`config.mk`:
```
export PLATFORM = sky130hd
export DESIGN_NAME = seq_restoring_divider
export DESIGN_NICKNAME = d
export VERILOG_FILES = /design/src/rtl/div_pkg.sv /design/src/rtl/div_sub_stage.sv /design/src/rtl/seq_restoring_divider.sv
export SDC_FILE = /design/constraint.sdc
export NUM_CORES = 1
export LEC_CHECK = 0
export CAP_MARGIN = 20
export CELL_PAD_IN_SITES_DETAIL_PLACEMENT = 0
export CELL_PAD_IN_SITES_GLOBAL_PLACEMENT = 1
export CORE_UTILIZATION = 43
export CTS_CLUSTER_SIZE = 30
export DETAILED_ROUTE_END_ITERATION = 8
export PLACE_DENSITY = 0.94
export SYNTH_ARGS = -nofsm -noshare
export SYNTH_HDL_FRONTEND = slang
export SYNTH_SLANG_ARGS = --single-unit
```
`constraint.sdc`:
```
create_clock -name clk -period 4.5 [get_ports clk]
set_input_delay 0.9 -clock clk [delete_from_list [all_inputs] [get_ports clk]]
set_output_delay 0.9 -clock clk [all_outputs]
set_load 0.005 [all_outputs]
```
`src/rtl/div_pkg.sv`:
```
// Shared types and constants for the sequential restoring divider.
package div_pkg;

  typedef enum logic [1:0] {
    IDLE = 2'd0,
    RUN  = 2'd1,
    DONE = 2'd2
  } div_state_e;

  // Widest operand the divider supports; the divide-by-zero quotient is sliced from this.
  localparam int unsigned DIV_MAX_W = 64;

  // Quotient reported on divide-by-zero: all ones at any supported width.
  localparam logic [DIV_MAX_W-1:0] DIV_DBZ_QUOTIENT = '1;

endpackage

```
`src/rtl/div_sub_stage.sv`:
```
// Combinational N-bit ripple-borrow subtractor: o_diff = i_a - i_b - i_bin.
module div_sub_stage #(
  parameter int unsigned N = 5
) (
  input  logic [N-1:0] i_a,
  input  logic [N-1:0] i_b,
  input  logic         i_bin,
  output logic [N-1:0] o_diff,
  output logic         o_bout
);

  logic [N:0] w_borrow;

  // Ripple the borrow from LSB to MSB, one full-subtractor cell per bit.
  always_comb begin
    w_borrow    = '0;
    o_diff      = '0;
    w_borrow[0] = i_bin;
    for (int unsigned i = 0; i < N; i++) begin
      o_diff[i]     = i_a[i] ^ i_b[i] ^ w_borrow[i];
      w_borrow[i+1] = (~i_a[i] & i_b[i]) | (~(i_a[i] ^ i_b[i]) & w_borrow[i]);
    end
  end

  assign o_bout = w_borrow[N];

endmodule

```
`src/rtl/seq_restoring_divider.sv`:
```
// Unsigned multi-cycle restoring divider: one trial subtraction per clock,
// W iterations per result, start/busy/done handshake.
module seq_restoring_divider
  import div_pkg::*;
#(
  parameter int unsigned W = 4
) (
  input  logic         clk,
  input  logic         rst,
  input  logic         start,
  input  logic [W-1:0] A,
  input  logic [W-1:0] B,
  output logic [W-1:0] Q,
  output logic [W-1:0] R,
  output logic         busy,
  output logic         done,
  output logic         dbz
);

  localparam int unsigned CW = $clog2(W + 1);

  div_state_e    r_state, w_state_nxt;
  logic [W-1:0]  r_wq, w_wq_nxt;
  logic [W:0]    r_wr, w_wr_nxt;
  logic [W-1:0]  r_d, w_d_nxt;
  logic [CW-1:0] r_cnt, w_cnt_nxt;
  logic [W-1:0]  r_q, w_q_nxt;
  logic [W-1:0]  r_r, w_r_nxt;
  logic          r_dbz, w_dbz_nxt;

  logic [W:0]    w_s;
  logic [W:0]    w_diff;
  logic          w_bout;
  logic [W:0]    w_wr_iter;
  logic [W-1:0]  w_wq_iter;

  // The remainder never reaches 2^W, so its top bit is never read back.
  logic          w_unused_wr_msb;
  assign w_unused_wr_msb = r_wr[W];

  assign w_s = {r_wr[W-1:0], r_wq[W-1]};

  div_sub_stage #(
    .N (W + 1)
  ) u_sub (
    .i_a    (w_s),
    .i_b    ({1'b0, r_d}),
    .i_bin  (1'b0),
    .o_diff (w_diff),
    .o_bout (w_bout)
  );

  // Restoring step: keep the difference when no borrow, else keep the shifted remainder.
  always_comb begin
    w_wr_iter = w_bout ? w_s : w_diff;
    w_wq_iter = {r_wq[W-2:0], ~w_bout};
  end

  // State register plus all datapath registers; reset aborts any division in flight.
  always_ff @(posedge clk or posedge rst) begin
    if (rst) begin
      r_state <= IDLE;
      r_wq    <= '0;
      r_wr    <= '0;
      r_d     <= '0;
      r_cnt   <= '0;
      r_q     <= '0;
      r_r     <= '0;
      r_dbz   <= 1'b0;
    end else begin
      r_state <= w_state_nxt;
      r_wq    <= w_wq_nxt;
      r_wr    <= w_wr_nxt;
      r_d     <= w_d_nxt;
      r_cnt   <= w_cnt_nxt;
      r_q     <= w_q_nxt;
      r_r     <= w_r_nxt;
      r_dbz   <= w_dbz_nxt;
    end
  end

  // Next-state and datapath update; IDLE and DONE share the accept path for back-to-back issue.
  always_comb begin
    w_state_nxt = r_state;
    w_wq_nxt    = r_wq;
    w_wr_nxt    = r_wr;
    w_d_nxt     = r_d;
    w_cnt_nxt   = r_cnt;
    w_q_nxt     = r_q;
    w_r_nxt     = r_r;
    w_dbz_nxt   = r_dbz;
    unique case (r_state)
      IDLE, DONE: begin
        if (start) begin
          w_wq_nxt  = A;
          w_d_nxt   = B;
          w_wr_nxt  = '0;
          w_cnt_nxt = CW'(W);
          if (B == '0) begin
            w_state_nxt = DONE;
            w_q_nxt     = DIV_DBZ_QUOTIENT[W-1:0];
            w_r_nxt     = A;
            w_dbz_nxt   = 1'b1;
          end else begin
            w_state_nxt = RUN;
          end
        end else if (r_state == DONE) begin
          w_state_nxt = IDLE;
        end
      end
      RUN: begin
        w_wr_nxt  = w_wr_iter;
        w_wq_nxt  = w_wq_iter;
        w_cnt_nxt = r_cnt - CW'(1);
        if (r_cnt == CW'(1)) begin
          w_state_nxt = DONE;
          w_q_nxt     = w_wq_iter;
          w_r_nxt     = w_wr_iter[W-1:0];
          w_dbz_nxt   = 1'b0;
        end
      end
      default: w_state_nxt = IDLE;
    endcase
  end

  assign Q    = r_q;
  assign R    = r_r;
  assign dbz  = r_dbz;
  assign busy = (r_state == RUN);
  assign done = (r_state == DONE);

endmodule

```
==> summary.md <==
| Metric | Value |
|---|---|
| Run status | finished, violations left |
| Violated checks | design-rule violations |
| Sequential fraction of the synthesis area | 49.6% |
| Total Routing Usage GR | 18.2% |
| Hold Fails Final Rpt | 0 |
| Clk pwr share | 10.6% |
| Detailed-placement wirelength estimate | 1.95 mm |
| Post-Route WL | 2.64 mm |
| Period minus WS final | 2.69 ns |
| VDD IR max | 363 µV |
| DIE AREA | 3270 µm² |
| Setup crit start kind | flop |
| Input/output buffers | 21 |
| Initial antenna violation count | 0 |
| Wire length per cell | 14.4 µm |
| Drt first pass iters | 6 |
| Sequential power share | 37.4% |
| HP Class | flop to flop |
| Commonest non-fill, non-tap cell in the layout | nand2_1 |
| Slew Viols, Final | 0 |
| Final core occ | 56.2% |
| Layout area overhead | 21.2% |
| Setup TNS | 0 ns |
| Gates resized, CTS repair | 0 |
| Commonest non-fill, non-tap cells in the layout | nand2_1 (34), dfrtp_1 (26), clkdlybuf4s50_1 (21) |
| Combinational share of power | 52.0% |
| DR vias | 995 |
| PwrDens | 718 nW/µm² |
| Routed vias/inst | 5.44 |
| GRT overflow | 0 |
| Net Sw Power | 0.456 mW |
| Leakage | 0.742 nW |
| Worst R2R End | R[0] |
| Worst R2R Path Depth | 9 |
| Fmax achieved | 371 MHz |
| Die H | 57.2 µm |
| Clock Sinks | 26 |
| Max-Cap Viols | 0 |
| Post-synth ARST share | 100% |
| Clock Tree Root | clkbuf_4 |
| Avg Inst Size Synth | 10.0 µm² |
| Post-DRT Antenna Nets | 0 |
| Netlist cell types | 27 |
| Synth warn | 0 |
| Maximum fanout along the worst path | 14 |
| EDFF count, synth | 0 |
| Drt first-iter violations | 30 |
| Syn_nets | 148 |
| Clock Latency Late Sink | 0.33 ns |
| Data required, critical path | 3.60 ns |
| Final period utilization | 59.8% |
| WHS | 0.505 ns |
| Worst-Margin Slew | 0.525 ns |
| Post-Synthesis Cells | 131 |
| Placer congestion estimate | 0.778 |
| Primary flip-flop cell chosen by synthesis mapping | dfrtp_1 |
| # IOs | 22 |
| Worst r2r src | r_wq[3] |
| Critical Path End | busy |
| Antenna cell count | 0 |
| Residual DRC | 2 |
| Layout cells sized above 1 | 11.2% |
| CTS tree | done |
| Deepest clock path buffer count | 2 |
| Pin count of the biggest net entering global routing | 27 |
| Cts hold-fix bufs | 0 |
| Post-Syn Area | 1310 µm² |
| P_int | 0.685 mW |
| WS Path Type | flop to primary output |
| Final setup fails | 0 |
| Die X | 57.2 µm |
| # rows | 19 |
| First-pass GRT wire length | 4.41 mm |
| Inserted Clock Buffers | 3 |
| R2R Setup Slk | 1.89 ns |
| CP arrival | 1.79 ns |
| Reg clk slew, reported paths | 0.14 ns |
| Sw Share | 40.0% |
| Fin nets | 170 |
| Setup Buffers After CTS | 0 |
| H-tree levels | 1 |
| Yosys reg bits | 26 |
| Worst Setup SP | r_state[1] |
| Core Box Area | 2830 µm² |
| RSZ-0062 raised after global routing | false |
| CP Capture Type | primary output |
| Vias in the first global route | 924 |
| Clk_skew | 0.00332 ns |
| Effective utilization at floorplan | 46.4% |
| Max_slew headroom | 64.9% |
-- metrics by stage --
step / power (mW) / cell area (µm²) / worst slack [ns] / instances
3_5_place_dp: 1.03 / 1530 / 1.94 / 178
2_1_floorplan: 0.828 / 1310 / 2.13 / 131
5_1_grt: 1.23 / 1590 / 1.72 / 183
3_3_place_gp: 1.00 / 1530 / 1.99 / 178
4_1_cts: 1.14 / 1560 / 1.81 / 182
6_report: 1.14 / 1590 / 1.81 / 183
-- metal layers --
| layer | up-vias | track usage (%) | routed length [µm] |
|---|---|---|---|
| met5 | - | 0 | 0 |
| met3 | 4 | 2.72 | 89 |
| li1 | 482 | - | - |
| met4 | 0 | 9.06 | 43 |
| met2 | 26 | 29.4 | 1280 |
| met1 | 483 | 23.9 | 1230 |
-- synthesized netlist by cell type, types with 3 or more instances --
master    number  area, µm²
a211oi_2       4       50.1
a21o_1         5       37.5
a22oi_1        4       30.0
a31oi_1        3       18.8
buf_2          4       20.0
dfrtp_1       26        651
fa_1           3       60.1
ha_1           3       37.5
inv_1          8       30.0
nand2_1       34        128
nor2_1         4       15.0
nor3b_1        4       30.0
o21ai_1       12       60.1
-- worst max-delay path, stage by stage, from the launching register on --
cell and delay (ns):
dfrtp_1 0.41, nand2b_2 0.34, inv_2 0.19, clkdlybuf4s50_1 0.52
-- area by class of cell --
cell class | count | area [µm²]
sequential | 26 | 651
fill | 264 | 1240
multi-input combinational | 91 | 592
tap | 31 | 38.8
inverter | 9 | 33.8
timing repair buffer | 22 | 238
clock buffer | 4 | 36.3
-- sequential cells by signal (all words and copies together), names as in the netlist --
name     count
Q            4
r_state      2
r_wq         4
r_wr         4
R            4
r_d          4
dbz          1
r_cnt        3
-- cell families (layout without fill, tap and decap cells) --
family	Yosys count	count (layout)	synth area share, %
adders and majority gates	6	6	7.44
AOI/OAI and AO/OA	32	32	16.9
buffers and inverters	14	35	5.25
and+or+nand+nor	53	53	20.8
DFF	26	26	49.6
-- power by group through the flow --
| stage | logic [mW] | clock network [mW] | registers [mW] |
|---|---|---|---|
| final | 0.594 | 0.120 | 0.427 |
| after floorplan | 0.412 | 0 | 0.416 |
| after CTS | 0.596 | 0.121 | 0.427 |
| after global routing | 0.661 | 0.129 | 0.443 |
| after global placement | 0.575 | 0 | 0.425 |
| after detailed placement | 0.593 | 0 | 0.432 |
-- worst min path at each step --
stage,from,end,slack (ns),cells past startpoint
3_3_place_gp,dbz,dbz,0.46,1
5_1_grt,r_d[0],r_d[0],0.53,2
6_report,r_d[0],r_d[0],0.51,2
4_1_cts,r_d[0],r_d[0],0.50,2
2_1_floorplan,r_d[0],r_d[0],0.45,2
3_5_place_dp,r_d[0],r_d[0],0.47,2
No activity file was read; power rests on OpenSTA's default activity.
